## src/rtl/fetch_stage_pkg.sv

```systemverilog
// Shared definitions for the fetch stage of the P6 pipeline.
//   - fetch_state_e : F-stage FSM encoding (S_FETCH / S_HOLD)
//   - EXC_NONE / EXC_ADEL : IF/ID exception codes
//   - *_DEFAULT : default reset PC and legal instruction-memory window
//   - in_im_window() : word-aligned, in-window address test used by the
//     optional fetch address check (IF_ADEL_CHECK_EN)
package fetch_stage_pkg;

  typedef enum logic {
    S_FETCH = 1'b0,  // request outstanding, address held until i_im_ready
    S_HOLD  = 1'b1   // word parked while the pipeline is stalled
  } fetch_state_e;

  localparam logic [4:0]  EXC_NONE          = 5'd0;
  localparam logic [4:0]  EXC_ADEL          = 5'd4;
  localparam logic [31:0] RESET_PC_DEFAULT  = 32'h0000_3000;
  localparam logic [31:0] IM_BASE_DEFAULT   = 32'h0000_3000;
  localparam logic [31:0] IM_BYTES_DEFAULT  = 32'h0000_4000;

  // Subtraction form avoids overflow when base + bytes wraps past 2^32.
  function automatic logic in_im_window(input logic [31:0] pc,
                                        input logic [31:0] base,
                                        input logic [31:0] bytes);
    logic [31:0] offs;
    offs = pc - base;
    return (pc[1:0] == 2'b00) && (pc >= base) && (offs < bytes);
  endfunction

endpackage

```

## src/rtl/fetch_stage_if_id_reg.sv

```systemverilog
// IF/ID pipeline register.
//   i_clk, i_rst_n     : clock, asynchronous active-low reset
//   i_load             : capture {instr, pc, pc+4, exc} and mark valid
//   i_bubble           : insert a nop (instr=0, valid=0, exc=0); pc fields hold
//   (neither)          : hold current contents
//   i_instr/i_pc/i_exc : values from F
//   o_instr/o_pc/o_pc4/o_valid/o_exc : registered D-stage view
module if_id_reg
  import fetch_stage_pkg::*;
(
  input  logic        i_clk,
  input  logic        i_rst_n,
  input  logic        i_load,
  input  logic        i_bubble,
  input  logic [31:0] i_instr,
  input  logic [31:0] i_pc,
  input  logic [4:0]  i_exc,
  output logic [31:0] o_instr,
  output logic [31:0] o_pc,
  output logic [31:0] o_pc4,
  output logic        o_valid,
  output logic [4:0]  o_exc
);

  always_ff @(posedge i_clk or negedge i_rst_n) begin
    if (!i_rst_n) begin
      o_instr <= '0;
      o_pc    <= '0;
      o_pc4   <= '0;
      o_valid <= 1'b0;
      o_exc   <= EXC_NONE;
    end else if (i_load) begin
      o_instr <= i_instr;
      o_pc    <= i_pc;
      o_pc4   <= i_pc + 32'd4;  // natural 32-bit wrap
      o_valid <= 1'b1;
      o_exc   <= i_exc;
    end else if (i_bubble) begin
      o_instr <= '0;
      o_valid <= 1'b0;
      o_exc   <= EXC_NONE;
    end
  end

endmodule

```

## src/rtl/fetch_stage.sv

```systemverilog
// F stage: PC register, IM request/response handshake, IF/ID register.
// Optional feature macro: IF_ADEL_CHECK_EN (misaligned / out-of-window
// fetch raises AdEL instead of issuing a request).
// Ports:
//   i_clk, i_rst_n         : clock, asynchronous active-low reset
//   i_stall                : hold IF/ID and PC
//   i_npc_sel, i_nextPC    : next-PC unit select and result
//   o_PC                   : current fetch PC
//   o_im_req, o_im_addr    : IM read request / address
//   i_im_ready, i_im_rdata : IM response
//   o_instr_D, o_PC_D, o_PC4_D, o_valid_D, o_exc_D : IF/ID contents
//   o_dbg_state, o_dbg_redir_v : FSM state and pending-redirect flag
// Handshake: the IM word is taken in any cycle where o_im_req=1 and
// i_im_ready=1; o_im_addr stays stable from the first request cycle until
// that cycle. i_im_ready is ignored while o_im_req=0.
module fetch_stage
  import fetch_stage_pkg::*;
#(
  parameter logic [31:0] RESET_PC = RESET_PC_DEFAULT,
  parameter logic [31:0] IM_BASE  = IM_BASE_DEFAULT,
  parameter logic [31:0] IM_BYTES = IM_BYTES_DEFAULT
) (
  input  logic         i_clk,
  input  logic         i_rst_n,
  input  logic         i_stall,
  input  logic         i_npc_sel,
  input  logic [31:0]  i_nextPC,
  output logic [31:0]  o_PC,
  output logic         o_im_req,
  output logic [31:0]  o_im_addr,
  input  logic         i_im_ready,
  input  logic [31:0]  i_im_rdata,
  output logic [31:0]  o_instr_D,
  output logic [31:0]  o_PC_D,
  output logic [31:0]  o_PC4_D,
  output logic         o_valid_D,
  output logic [4:0]   o_exc_D,
  output fetch_state_e o_dbg_state,
  output logic         o_dbg_redir_v
);

  fetch_state_e state, state_nxt;
  logic [31:0]  pc, pc_nxt;
  logic [31:0]  hold_word, hold_word_nxt;
  logic         redir_v, redir_v_nxt;
  logic [31:0]  redir_pc, redir_pc_nxt;
  logic         adel;
  logic         got_word, avail, accept, park;
  logic         load, bubble;
  logic [31:0]  word;
  logic [4:0]   exc;

`ifdef IF_ADEL_CHECK_EN
  // A bad address never reaches IM; only relevant while fetching, since a
  // parked word already came from a legal address.
  assign adel = (state == S_FETCH) && !in_im_window(pc, IM_BASE, IM_BYTES);
`else
  logic unused_cfg;
  assign adel       = 1'b0;
  assign unused_cfg = ^{IM_BASE, IM_BYTES};
`endif

  assign o_im_req  = (state == S_FETCH) && !adel;
  assign o_im_addr = pc;
  assign o_PC      = pc;

  assign got_word = o_im_req && i_im_ready;
  assign avail    = got_word || (state == S_HOLD) || adel;
  assign accept   = avail && !i_stall;
  // Only a real IM word is parked; an AdEL slot simply re-evaluates.
  assign park     = got_word && i_stall;

  assign word = (state == S_HOLD) ? hold_word : (adel ? 32'd0 : i_im_rdata);
  assign exc  = adel ? EXC_ADEL : EXC_NONE;

  always_ff @(posedge i_clk or negedge i_rst_n) begin
    if (!i_rst_n) begin
      state     <= S_FETCH;
      pc        <= RESET_PC;
      hold_word <= '0;
      redir_v   <= 1'b0;
      redir_pc  <= '0;
    end else begin
      state     <= state_nxt;
      pc        <= pc_nxt;
      hold_word <= hold_word_nxt;
      redir_v   <= redir_v_nxt;
      redir_pc  <= redir_pc_nxt;
    end
  end

  always_comb begin
    state_nxt     = state;
    pc_nxt        = pc;
    hold_word_nxt = hold_word;
    redir_v_nxt   = redir_v;
    redir_pc_nxt  = redir_pc;
    load          = 1'b0;
    bubble        = 1'b0;
    if (accept) begin
      load        = 1'b1;
      pc_nxt      = redir_v ? redir_pc : i_nextPC;
      redir_v_nxt = 1'b0;
      state_nxt   = S_FETCH;
    end else if (park) begin
      hold_word_nxt = i_im_rdata;
      state_nxt     = S_HOLD;
    end else if (!avail && !i_stall) begin
      bubble = 1'b1;
      // The branch leaves D before its delay slot arrives, so its target
      // must be remembered until the delay slot is accepted.
      if (o_valid_D && i_npc_sel) begin
        redir_pc_nxt = i_nextPC;
        redir_v_nxt  = 1'b1;
      end
    end
  end

  if_id_reg u_if_id (
    .i_clk    (i_clk),
    .i_rst_n  (i_rst_n),
    .i_load   (load),
    .i_bubble (bubble),
    .i_instr  (word),
    .i_pc     (pc),
    .i_exc    (exc),
    .o_instr  (o_instr_D),
    .o_pc     (o_PC_D),
    .o_pc4    (o_PC4_D),
    .o_valid  (o_valid_D),
    .o_exc    (o_exc_D)
  );

  assign o_dbg_state   = state;
  assign o_dbg_redir_v = redir_v;

endmodule

```

## config.mk

```make
export PLATFORM = sky130hd
export DESIGN_NAME = fetch_stage
export DESIGN_NICKNAME = d
export VERILOG_FILES = /design/src/rtl/fetch_stage_pkg.sv /design/src/rtl/fetch_stage_if_id_reg.sv /design/src/rtl/fetch_stage.sv
export SDC_FILE = /design/constraint.sdc
export NUM_CORES = 1
export LEC_CHECK = 0
export ABC_AREA = 1
export BUFFER_PORTS_ARGS = -buffer_cell sky130_fd_sc_hd__buf_2
export CORE_MARGIN = 4
export CORE_UTILIZATION = 45
export DETAILED_ROUTE_END_ITERATION = 7
export PLACE_DENSITY_LB_ADDON = 0.1
export SLEW_MARGIN = 5
export SYNTH_ARGS = -nofsm -noshare
export SYNTH_HDL_FRONTEND = slang
export SYNTH_SLANG_ARGS = --single-unit
```

## constraint.sdc

```tcl
create_clock -name i_clk -period 1.6 [get_ports i_clk]
set_input_delay 0.32 -clock i_clk [delete_from_list [all_inputs] [get_ports i_clk]]
set_output_delay 0.32 -clock i_clk [all_outputs]
set_load 0.1 [all_outputs]
```

==> flow_metrics.env <==
export IMPL_status="complete, but fails checks"
export IMPL_violations="negative setup slack"
export IMPL_worst_path_max_delay_cell="dfstp_4"
export IMPL_drive_gt1_frac=0.290
export IMPL_post_route_util=0.583
export IMPL_ys_types=31
export IMPL_firstDrtPassIters=5
export IMPL_synthArstFlopShare=1.00
export IMPL_grt_max_degree=65
export IMPL_crit_type="reg -> out"
export IMPL_start_util=0.456
export IMPL_dieArea_mm2=0.0221
export IMPL_clk_latency_ns=0.43
export IMPL_r2r_start="o_PC[13]$_DFFE_PN1P_"
export IMPL_arrival_ns=1.33
export IMPL_grt_overflow_total=0
export IMPL_drc=0
export IMPL_antenna_found_initial=4
export IMPL_setup_ws_ns=-0.0539
export IMPL_synth_flop_cell="dfrtp_1"
export IMPL_via_count=7591
export IMPL_comb_power_share=0.444
export IMPL_yosys_top_cells_count="nand2_1 (303), dfrtp_1 (191), o21ai_0 (161), inv_1 (109), nor2_1 (85)"
export IMPL_clk_path_buf_depth=2
export IMPL_syn_area_mm2=0.00888
export IMPL_timing_fmax_mhz=605
export IMPL_hp_start="i_nextPC[5]"
export IMPL_yosys_area_top_type="dfrtp_1"
export IMPL_syn2layout_area_growth_pct=27.7
export IMPL_worst_slew_pin_slew_ns=0.519
export IMPL_internal_power_mw=9.86
export IMPL_path_max_fanout=3
export IMPL_hold_viol=0
export IMPL_finalSetupViolations=4
export IMPL_core_mm2=0.0195
export IMPL_wirelength_mm=23.7
export IMPL_ys_ff_latch=193
export IMPL_yosys_warnings=0
export IMPL_drt_iter0_markers=342
export IMPL_finalClockSkew_ns=0.0107
export IMPL_portBuffers=232
export IMPL_crit_chain="buf_6, buf_12"
export IMPL_row_count=51
export IMPL_die_w_um=148
export IMPL_syn_inst=1072
export IMPL_synth_top_cell_area_share=0.538
export IMPL_cp_required_ns=1.28
export IMPL_post_drt_wl_per_cell_um=15.2
export IMPL_avgSynthCellArea_um2=8.29
export IMPL_relSlewSlack=0.656
export IMPL_ir_worst_vdd_mv=0.748
export IMPL_place_hpwl_mm=16.9
export IMPL_cts_buffers=17
export IMPL_crit_start="o_PC[12]$_DFFE_PN1P_"
export IMPL_synth_area_top_cells="dfrtp_1 (54%), nand2_1 (13%), o21ai_0 (9.1%)"
export IMPL_ant_nets=0
export IMPL_pwr_share_seq=0.334
export IMPL_rsz0062_at_grt="true"
export IMPL_dp_slack_ns=0.0422
export IMPL_p_switching_mw=9.84
export IMPL_synth_edf_count=0
export IMPL_cp_start_kind="flip-flop"
export IMPL_clk_pin_slew_ns=0.07
export IMPL_cts_tree="built"
export IMPL_layout_nets=1347
export IMPL_swShare=0.499
export IMPL_n_fill_cell=1783
export IMPL_hp_class="in -> reg"
export IMPL_critPathMaxStageDelay_ns=0.62
export IMPL_grtUsageTotal=0.218
export IMPL_grt_pass1_wl_mm=38.4
export IMPL_setup_tns_ns=-0.211
export IMPL_maxCapViolCount=0
export IMPL_grt_pass1_vias=7237
export IMPL_min_period_ns=1.65
export IMPL_worstSetupEndpointType="output pin"
export IMPL_leakagePower_nw=5.74
export IMPL_yosysSeqAreaShare=0.544
export IMPL_htree_levels=4
export IMPL_power_density_mw_per_mm2=1740
export IMPL_report_final_slew_viol_count=0
export IMPL_cts_root_buf="clkbuf_16"
export IMPL_via_per_inst=4.88
export IMPL_io_pins=238
export IMPL_fp_dieH_um=148
export IMPL_power_share_clock=0.222
export IMPL_period_share=1.03
export IMPL_r2r_slack_ns=0.09
export IMPL_yosysMostFrequentCell="nand2_1"
export IMPL_gp_congestion=0.859
export IMPL_numClockSinks=193
==> placed cells by master (no fill, tap or decap), types with 8 or more instances in the layout <==
cell	Yosys	layout
dfrtp_1	191	156
o21ai_1	12	12
nor2_2	7	9
clkbuf_4	0	19
nand2_2	1	9
o21ai_0	161	161
nor2_1	85	76
buf_2	17	150
buf_4	45	84
nand2_1	303	295
nand3_1	51	51
nor2_4	1	8
o211ai_1	35	35
inv_1	109	107
dfrtp_2	0	31
clkbuf_16	0	17
buf_12	0	16
==> worst paths after layout <==
kind / end / depth (start not counted)
worst min register to register: u_if_id.o_pc[16]$_DFFE_PN0P_ / 2
min in group asynchronous: u_if_id.o_pc[6]$_DFFE_PN0P_ / 2
max in group asynchronous: o_PC[12]$_DFFE_PN1P_ / 3
worst min-delay path: redir_pc[5]$_DFFE_PN0P_ / 3
worst max register to register: u_if_id.o_pc4[31]$_DFFE_PN0P_ / 8
worst max-delay path: o_PC[12] / 2
==> registers in the layout (all words and copies together), names as in the netlist <==
| register | flops |
|---|---|
| o_dbg_state | 1 |
| hold_word | 32 |
| o_PC | 32 |
| o_dbg_redir_v | 1 |
| u_if_id.o_pc4 | 32 |
| redir_pc | 32 |
| u_if_id.o_valid | 1 |
| u_if_id.o_pc | 30 |
| u_if_id.o_instr | 32 |
==> power groups by stage <==
stage | combinational (mW) | sequential [mW] | clock (mW)
final | 8.74 | 6.59 | 4.37
after global routing | 9.14 | 6.72 | 4.67
after CTS | 8.71 | 6.57 | 4.45
after detailed placement | 8.49 | 6.64 | 0
after global placement | 8.44 | 6.62 | 0
after floorplan | 2.80 | 10.8 | 0
==> metrics by stage <==
| step | power [mW] | std cells | cell area, um^2 | hold WS (ns) |
|---|---|---|---|---|
| 3_3_place_gp | 15.1 | 1512 | 10400 | 0.311 |
| 4_1_cts | 19.7 | 1550 | 11200 | 0.133 |
| 6_report | 19.7 | 1555 | 11300 | 0.149 |
| 3_5_place_dp | 15.1 | 1512 | 10400 | 0.303 |
| 2_1_floorplan | 13.6 | 1076 | 8990 | 0.0244 |
| 5_1_grt | 20.5 | 1555 | 11300 | 0.138 |
==> cell type report <==
type / count / area, um^2 / share of cell area
antenna: 1 / 2.50 / 0.000221
clock inverter: 12 / 160 / 0.0141
tap: 265 / 332 / 0.0292
sequential: 193 / 4890 / 0.431
clock buffer: 19 / 433 / 0.0382
timing repair buffer: 274 / 1920 / 0.169
multi-input combinational: 681 / 3180 / 0.280
inverter: 110 / 420 / 0.0371
==> what timing repair did <==
action,in CTS,in global routing
gates resized for setup,60,43
hold buffers,1,0
setup endpoints to repair,62,41
cloned,1,0
endpoints found under the hold margin,37,0
pin swaps,0,5
setup buffers,5,5
==> critical path, delay by kind of cell (launching register included) <==
kind	cells	cell delay (ns)
flip-flops	1	0.62
buffers and inverters	2	0.29
==> cell families after synthesis <==
group | Yosys count | synth area share
other | 1 | 0.000422
AND/OR/NAND/NOR | 458 | 0.210
buffers and inverters | 202 | 0.110
flip-flops | 193 | 0.544
adder cells (fa/ha/maj) | 1 | 0.00141
AO/OA/AOI/OAI | 216 | 0.133
XOR/XNOR | 1 | 0.000986
==> metal layers <==
layer,up-vias,GRT usage,wire (um)
met4,6,0.0508,288
met2,221,0.340,10900
met3,23,0.0570,1550
met1,3565,0.307,10900
met5,-,0,29
li1,3776,-,-
Power figures use the tool's default switching activity.
